File: src/rtl/treg_pkg.sv
// Shared types and defaults for the T-register toggle controller.
// Optional feedback check is enabled with TREG_FB_CHECK_EN.
package treg_pkg;

    localparam int TREG_WIDTH_DEFAULT = 4;

    typedef enum logic [1:0] {
        MODE_HOLD = 2'b00,
        MODE_UP   = 2'b01,
        MODE_DOWN = 2'b10,
        MODE_RSVD = 2'b11
    } mode_t;

    typedef enum logic [1:0] {
        ST_IDLE  = 2'b00,
        ST_COUNT = 2'b01,
        ST_LOAD  = 2'b10
    } state_t;

    function automatic logic is_count_mode(input mode_t mode);
        return (mode == MODE_UP) || (mode == MODE_DOWN);
    endfunction

endpackage

File: src/rtl/treg_toggle_ctrl_if.sv
// Load handshake, mode and T-register connections of treg_toggle_ctrl.
// ERR exists only when TREG_FB_CHECK_EN is defined.
interface treg_toggle_ctrl_if
    import treg_pkg::*;
#(
    parameter int WIDTH = TREG_WIDTH_DEFAULT
) ();

    logic [1:0]       MODE;
    logic             LOAD_VALID;
    logic [WIDTH-1:0] LOAD_DATA;
    logic             LOAD_READY;
    logic [WIDTH-1:0] Q_FB;
    logic [WIDTH-1:0] T_OUT;
    logic             WRAP;
    logic             BUSY;
`ifdef TREG_FB_CHECK_EN
    logic             ERR;
`endif

    modport master (
        output MODE, LOAD_VALID, LOAD_DATA, Q_FB,
        input  LOAD_READY, T_OUT, WRAP, BUSY
`ifdef TREG_FB_CHECK_EN
        , input ERR
`endif
    );

    modport slave (
        input  MODE, LOAD_VALID, LOAD_DATA, Q_FB,
        output LOAD_READY, T_OUT, WRAP, BUSY
`ifdef TREG_FB_CHECK_EN
        , output ERR
`endif
    );

endinterface

File: src/rtl/treg_next_calc.sv
// Next count value and wrap flag for one up/down step modulo MODULUS.
// Arithmetic is carried in WIDTH+1 bits so shadow+STEP cannot overflow.
module treg_next_calc
    import treg_pkg::*;
#(
    parameter int WIDTH   = TREG_WIDTH_DEFAULT,
    parameter int MODULUS = 16,
    parameter int STEP    = 1
) (
    input  logic [WIDTH-1:0] i_shadow,
    input  mode_t            i_mode,
    output logic [WIDTH-1:0] o_next,
    output logic             o_wrap
);

    localparam logic [WIDTH:0] L_MOD  = (WIDTH+1)'(MODULUS);
    localparam logic [WIDTH:0] L_STEP = (WIDTH+1)'(STEP);

    logic [WIDTH:0] w_ext;
    logic [WIDTH:0] w_sum;
    logic [WIDTH:0] w_res;

    // Modular step in the direction selected by the registered mode
    always_comb begin
        w_ext  = {1'b0, i_shadow};
        w_sum  = w_ext + L_STEP;
        w_res  = w_ext;
        o_wrap = 1'b0;
        case (i_mode)
            MODE_UP: begin
                if (w_sum >= L_MOD) begin
                    w_res  = w_sum - L_MOD;
                    o_wrap = 1'b1;
                end else begin
                    w_res  = w_sum;
                end
            end
            MODE_DOWN: begin
                if (w_ext < L_STEP) begin
                    w_res  = w_ext + L_MOD - L_STEP;
                    o_wrap = 1'b1;
                end else begin
                    w_res  = w_ext - L_STEP;
                end
            end
            default: begin
                w_res  = w_ext;
            end
        endcase
        o_next = WIDTH'(w_res);
    end

endmodule

File: src/rtl/treg_toggle_ctrl.sv
// Drives the T inputs of a WIDTH-bit T register: hold, count up/down modulo MODULUS, load.
// Define TREG_FB_CHECK_EN to compare Q_FB against the shadow and resync on mismatch (ERR).
module treg_toggle_ctrl
    import treg_pkg::*;
#(
    parameter int WIDTH   = TREG_WIDTH_DEFAULT,
    parameter int MODULUS = 16,
    parameter int STEP    = 1
) (
    input  logic               CLK,
    input  logic               RESET,
    treg_toggle_ctrl_if.slave  bus
);

    localparam logic [WIDTH:0]   L_MOD     = (WIDTH+1)'(MODULUS);
    localparam logic [WIDTH-1:0] L_MOD_MAX = WIDTH'(MODULUS - 1);

    state_t           r_state;
    state_t           w_state_next;
    mode_t            r_mode;
    mode_t            w_mode;
    logic [WIDTH-1:0] r_shadow;
    logic [WIDTH-1:0] r_ld;
    logic             r_ready;
    logic             r_busy;
    logic             r_wrap;
    logic             w_accept;
    logic [WIDTH-1:0] w_ld_clamped;
    logic [WIDTH-1:0] w_calc_next;
    logic             w_calc_wrap;
    logic [WIDTH-1:0] w_next_value;
    logic             w_wrap_set;

    assign w_mode   = mode_t'(bus.MODE);
    assign w_accept = bus.LOAD_VALID & r_ready;

    treg_next_calc #(
        .WIDTH   (WIDTH),
        .MODULUS (MODULUS),
        .STEP    (STEP)
    ) u_next_calc (
        .i_shadow (r_shadow),
        .i_mode   (r_mode),
        .o_next   (w_calc_next),
        .o_wrap   (w_calc_wrap)
    );

    // Out-of-range load data is clamped to the top of the count range
    always_comb begin
        if ({1'b0, bus.LOAD_DATA} >= L_MOD) begin
            w_ld_clamped = L_MOD_MAX;
        end else begin
            w_ld_clamped = bus.LOAD_DATA;
        end
    end

    // FSM state register
    always_ff @(posedge CLK or negedge RESET) begin
        if (!RESET) begin
            r_state <= ST_IDLE;
        end else begin
            r_state <= w_state_next;
        end
    end

    // FSM next state: an accepted load beats a counting mode
    always_comb begin
        w_state_next = ST_IDLE;
        case (r_state)
            ST_IDLE, ST_COUNT: begin
                if (w_accept) begin
                    w_state_next = ST_LOAD;
                end else if (is_count_mode(w_mode)) begin
                    w_state_next = ST_COUNT;
                end else begin
                    w_state_next = ST_IDLE;
                end
            end
            ST_LOAD: begin
                if (is_count_mode(w_mode)) begin
                    w_state_next = ST_COUNT;
                end else begin
                    w_state_next = ST_IDLE;
                end
            end
            default: begin
                w_state_next = ST_IDLE;
            end
        endcase
    end

    // FSM outputs: the value the register will hold after this edge
    always_comb begin
        w_next_value = r_shadow;
        w_wrap_set   = 1'b0;
        case (r_state)
            ST_IDLE: begin
                w_next_value = r_shadow;
            end
            ST_COUNT: begin
                // A load accepted mid-count suppresses this cycle's step (T_OUT=0)
                if (w_accept) begin
                    w_next_value = r_shadow;
                end else begin
                    w_next_value = w_calc_next;
                    w_wrap_set   = w_calc_wrap;
                end
            end
            ST_LOAD: begin
                w_next_value = r_ld;
            end
            default: begin
                w_next_value = r_shadow;
            end
        endcase
    end

`ifdef TREG_FB_CHECK_EN
    logic r_err;
    logic w_fb_mismatch;
    assign w_fb_mismatch = (bus.Q_FB != r_shadow);
    assign bus.ERR       = r_err;
`else
    logic w_unused_qfb;
    assign w_unused_qfb = ^bus.Q_FB;
`endif

    // Shadow, captured load value and registered status outputs
    always_ff @(posedge CLK or negedge RESET) begin
        if (!RESET) begin
            r_mode   <= MODE_HOLD;
            r_shadow <= {WIDTH{1'b0}};
            r_ld     <= {WIDTH{1'b0}};
            r_ready  <= 1'b0;
            r_busy   <= 1'b0;
            r_wrap   <= 1'b0;
`ifdef TREG_FB_CHECK_EN
            r_err    <= 1'b0;
`endif
        end else begin
            r_mode  <= w_mode;
            r_ready <= (w_state_next != ST_LOAD);
            r_busy  <= (w_state_next == ST_LOAD);
            if (w_accept) begin
                r_ld <= w_ld_clamped;
            end else begin
                r_ld <= r_ld;
            end
`ifdef TREG_FB_CHECK_EN
            if (w_fb_mismatch) begin
                r_shadow <= bus.Q_FB;
                r_err    <= 1'b1;
                r_wrap   <= 1'b0;
            end else begin
                r_shadow <= w_next_value;
                r_err    <= 1'b0;
                r_wrap   <= w_wrap_set;
            end
`else
            r_shadow <= w_next_value;
            r_wrap   <= w_wrap_set;
`endif
        end
    end

    assign bus.T_OUT      = r_shadow ^ w_next_value;
    assign bus.LOAD_READY = r_ready;
    assign bus.BUSY       = r_busy;
    assign bus.WRAP       = r_wrap;

endmodule

File: src/flat_wrapper.sv
// flat-port wrapper written by rule: the top's interface ports become plain ports
module treg_toggle_ctrl_flat import treg_pkg::*;
#(
    parameter int WIDTH   = TREG_WIDTH_DEFAULT,
    parameter int MODULUS = 16,
    parameter int STEP    = 1
)
  (CLK, RESET, bus_MODE, bus_LOAD_VALID, bus_LOAD_DATA, bus_Q_FB, bus_LOAD_READY, bus_T_OUT, bus_WRAP, bus_BUSY);
  treg_toggle_ctrl_if #(.WIDTH(WIDTH)) bus_i ();
  input  logic CLK;
  input  logic RESET;
  input wire logic [$bits(bus_i.MODE)-1:0] bus_MODE;
  input wire logic [$bits(bus_i.LOAD_VALID)-1:0] bus_LOAD_VALID;
  input wire logic [$bits(bus_i.LOAD_DATA)-1:0] bus_LOAD_DATA;
  input wire logic [$bits(bus_i.Q_FB)-1:0] bus_Q_FB;
  output wire logic [$bits(bus_i.LOAD_READY)-1:0] bus_LOAD_READY;
  output wire logic [$bits(bus_i.T_OUT)-1:0] bus_T_OUT;
  output wire logic [$bits(bus_i.WRAP)-1:0] bus_WRAP;
  output wire logic [$bits(bus_i.BUSY)-1:0] bus_BUSY;
  assign bus_i.MODE = bus_MODE;
  assign bus_i.LOAD_VALID = bus_LOAD_VALID;
  assign bus_i.LOAD_DATA = bus_LOAD_DATA;
  assign bus_i.Q_FB = bus_Q_FB;
  assign bus_LOAD_READY = bus_i.LOAD_READY;
  assign bus_T_OUT = bus_i.T_OUT;
  assign bus_WRAP = bus_i.WRAP;
  assign bus_BUSY = bus_i.BUSY;
  treg_toggle_ctrl #(.WIDTH(WIDTH), .MODULUS(MODULUS), .STEP(STEP)) u_core (.CLK(CLK), .RESET(RESET), .bus(bus_i));
endmodule
File: config.mk
export PLATFORM = sky130hd
export DESIGN_NAME = treg_toggle_ctrl_flat
export DESIGN_NICKNAME = d
export VERILOG_FILES = /design/src/rtl/treg_pkg.sv /design/src/rtl/treg_toggle_ctrl_if.sv /design/src/rtl/treg_next_calc.sv /design/src/rtl/treg_toggle_ctrl.sv /design/src/flat_wrapper.sv
export SDC_FILE = /design/constraint.sdc
export NUM_CORES = 1
export LEC_CHECK = 0
export BUFFER_PORTS_ARGS = -buffer_cell sky130_fd_sc_hd__buf_2
export CORE_ASPECT_RATIO = 1.5
export CORE_MARGIN = 4
export CORE_UTILIZATION = 48
export CTS_BUF_LIST = sky130_fd_sc_hd__clkbuf_16
export DETAILED_ROUTE_END_ITERATION = 7
export PLACE_DENSITY = 0.74
export SYNTH_ARGS = -nofsm -noshare
export SYNTH_HDL_FRONTEND = slang
export SYNTH_HIERARCHICAL = 1
export SYNTH_SLANG_ARGS = --single-unit
export TNS_END_PERCENT = 20
File: constraint.sdc
create_clock -name CLK -period 1.95 [get_ports CLK]
set_input_delay 0.39 -clock CLK [delete_from_list [all_inputs] [get_ports CLK]]
set_output_delay 0.39 -clock CLK [all_outputs]
set_load 0.05 [all_outputs]
==> flow_metrics.py <==
metrics = {
    "sta": {
        "setup_slack_ns": -0.6112,
        "slew_violations": 0,
        "worstMarginPinSlew_ns": 0.3886,
        "finalCritPeriodShare_pct": 131.3,
        "setup_viol": 4,
        "finalCriticalPeriod_ns": 2.561,
        "worst_hold_slack_ns": 0.04687,
        "slew_headroom_pct": 74.10,
        "fin_skew_ns": 0.001274,
        "rsz0062_at_grt": "true",
        "setup_tns_ns": -1.970,
        "finalHoldViolations": 0,
        "timing.fmax_mhz": 390.4,
    },
    "final_layout": {
        "drive_gt1_share_pct": 34.00,
        "antenna_cells": 0,
        "area_growth_pct": 39.25,
        "fin_area_um2": 1443,
        "fill_cells": 161,
        "final_cells": 172,
        "final_nets": 172,
        "final_util_pct": 70.30,
    },
    "yosys": {
        "synth_cells": 119,
        "synthXorXnorAreaFrac_pct": 0.8454,
        "yosysSeqAreaShare_pct": 36.23,
        "yosys.area_share.adder_pct": 9.662,
        "yosysUniqueCellTypes": 35,
        "syn_area_um2": 1036,
        "ys_ff_latch": 15,
        "synth_top_family_by_area": "compound AO/OA/AOI/OAI gates",
        "muxShareOfSynthArea_pct": 2.415,
        "syn_avg_cell_area_um2": 8.706,
        "yosys.area_share.simple_pct": 19.93,
        "synth_nets": 140,
        "yosys_warnings": 6,
        "synth-compound-area-share_pct": 24.40,
    },
    "drt": {
        "wl_per_cell_um": 15.27,
        "drtIter0Drc": 46,
        "ant_nets": 0,
        "viasPerCell": 5.890,
        "wirelength_um": 2626,
        "first_pass_iters": 4,
        "num_vias": 1013,
        "drc": 0,
    },
    "critical_path": {
        "critPathArrivalTime_ns": 2.17,
        "worstSetupStartpointType": "flip-flop",
        "critical_path.endpoint_type": "output port",
        "required_ns": 1.56,
        "crit_type": "reg2out",
        "max_stage_delay_ns": 0.40,
        "path_max_fanout": 3,
        "path_cells": "or3_4, a221o_1, mux2_4, a32oi_2, o32ai_4, buf_6",
        "critical-path-slowest-cell": "dfrtp_2",
    },
    "placed_design": {
        "dp_hpwl_um": 1937,
        "numPortBuffers": 15,
        "dp.cells": 168,
        "dpl_worst_slack_ns": -0.4454,
        "postPlaceCellArea_um2": 1284,
        "gp_congestion": 0.8671,
    },
    "clock_tree": {
        "cts_tree": "done",
        "cts_sinks": 15,
        "numCtsBuffers": 3,
        "cts.path.max_buffers": 2,
        "clock-root-buffer": "clkbuf_16",
        "cts_setup_buffers": 0,
        "clk_latency_ns": 0.24,
        "path_clk_slew_ns": 0.05,
        "htree_levels": 1,
    },
    "status": {
        "outcome": "complete, but fails checks",
        "failed_checks": "setup timing",
    },
    "power": {
        "p_leak_nw": 0.6928,
        "worst_ir_drop_vdd_uv": 1398,
        "power_density_nw_per_um2": 1841,
        "power_mw": 2.655,
    },
    "job": {
        "cap_violations": 0,
    },
    "die": {
        "pin_count": 20,
        "die_area_um2": 2981,
        "fp.dieW_um": 45.93,
        "core_um2": 2052,
        "dieHeight_um": 64.90,
        "core.rowCount": 20,
        "start_util_pct": 50.49,
    },
    "global_route": {
        "grt_max_degree": 16,
        "grt_pass1_wl_um": 4629,
        "grt_pass1_vias": 1065,
        "grt_use_total_pct": 21.14,
        "antenna_found_initial": 0,
        "overflow": 0,
    },
    "worst_hold_path": {
        "min_path_type": "in2async",
    },
}
[final timing paths]
| path | start | to | slack [ns] | depth (start not counted) |
|---|---|---|---|---|
| setup / recovery | u_core/r_shadow[2]$_DFF_PN0_ | bus_T_OUT[3] | -0.61 | 6 |
| hold / removal | RESET | u_core/r_state[1]$_DFF_PN0_ | 0.05 | 1 |
| setup reg to reg | u_core/r_shadow[0]$_DFF_PN0_ | u_core/r_shadow[1]$_DFF_PN0_ | 0.06 | 8 |
| hold reg to reg | u_core/r_ld[0]$_DFFE_PN0P_ | u_core/r_ld[0]$_DFFE_PN0P_ | 0.50 | 2 |
| max in group asynchronous | RESET | u_core/r_shadow[2]$_DFF_PN0_ | 1.63 | 1 |
| min in group CLK | bus_MODE[0] | u_core/r_mode[0]$_DFF_PN0_ | 0.27 | 1 |
[cells in the final DEF (no fill, tap or decap), drive strengths merged, types with 2 or more instances in the layout]
master,n
a21o,3
nand2,22
and2,2
clkbuf,3
a221o,2
a21oi,5
o32ai,4
dfrtp,15
ha,8
nor2,6
o31ai,2
a32oi,3
o21a,3
a22o,4
nand3,5
inv,9
o21ai,3
buf,33
and3,3
nor2b,2
[layout make-up]
| class | count | area [µm²] | share of cell area [%] |
|---|---|---|---|
| clock buffers | 3 | 75.07 | 5.204 |
| clock inverters | 1 | 3.754 | 0.2602 |
| inverters | 8 | 30.03 | 2.082 |
| multi-input cells | 90 | 689.4 | 47.79 |
| flip-flops and latches | 15 | 377.9 | 26.19 |
| well taps | 22 | 27.53 | 1.908 |
| repair buffers | 33 | 239.0 | 16.57 |
[cells by family (layout without fill, tap and decap cells)]
| logic type | Yosys count | count (layout) |
|---|---|---|
| compound gates | 34 | 34 |
| xor+xnor | 1 | 1 |
| fa+ha+maj | 8 | 8 |
| buf+inv | 14 | 45 |
| flops | 15 | 15 |
| mux | 2 | 2 |
| simple gates | 45 | 45 |
[report_power, final]
| group | switching [mW] | total, mW | internal [mW] | leakage (nW) |
|---|---|---|---|---|
| Combinational | 1.01 | 1.76 | 0.753 | 0.469 |
| Clock | 0.121 | 0.392 | 0.271 | 0.0423 |
| Sequential | 0.0780 | 0.500 | 0.422 | 0.182 |
[registers in the layout, indices dropped and copies added (netlist names)]
register and cells:
u_core/bus.LOAD_READY 1, u_core/r_state 2, u_core/r_shadow 4, u_core/bus.BUSY 1, u_core/r_mode 2, u_core/bus.WRAP 1, u_core/r_ld 4
[metal layers]
layer	wire (µm)	track usage [%]	share of wire, %
met5	0	0	0
met2	1421	37.07	54
met3	120	2.778	4.6
met1	979	23.00	37
met4	104	11.39	4.0
[repair_timing]
action                                  CTS  global route
resized for setup                        14             5
gates cloned                              0             0
endpoints found under the setup margin    5             6
hold buffers                              0             0
pin swaps                                 0             2
[critical path: cells and delay by family, from the launching register on]
| kind | cells | cell delay [ns] |
|---|---|---|
| mux | 1 | 0.28 |
| compound gates | 3 | 0.66 |
| simple gates | 1 | 0.40 |
| flops | 1 | 0.40 |
| buf+inv | 1 | 0.17 |
[synthesized netlist by cell type]
master | count | area, µm²
dfrtp_1 | 15 | 375.4
and3b_1 | 1 | 8.760
a21boi_0 | 1 | 7.510
inv_1 | 8 | 30.03
buf_6 | 1 | 11.26
and2_1 | 2 | 12.51
a21o_1 | 3 | 22.52
a31oi_1 | 1 | 6.260
o32ai_1 | 4 | 35.03
a22o_1 | 4 | 35.03
and3_1 | 3 | 18.77
xor2_1 | 1 | 8.760
buf_4 | 1 | 7.510
o21ai_0 | 3 | 15.01
nand3_1 | 5 | 25.02
nor3_1 | 1 | 5.000
a21oi_1 | 5 | 25.02
o21a_1 | 3 | 22.52
mux2_4 | 1 | 15.01
mux2i_1 | 1 | 10.01
clkbuf_1 | 1 | 3.750
nor2_1 | 6 | 22.52
nand2b_1 | 1 | 6.260
a32oi_1 | 3 | 26.28
o21bai_1 | 1 | 7.510
nand4_1 | 1 | 6.260
a221o_1 | 2 | 20.02
nor2b_1 | 2 | 12.51
a22oi_1 | 1 | 7.510
or3_1 | 1 | 6.260
o211ai_1 | 1 | 7.510
o31ai_1 | 2 | 15.01
ha_1 | 8 | 100.1
nand2_1 | 22 | 82.58
buf_2 | 3 | 15.01
Power figures use the tool's default switching activity.
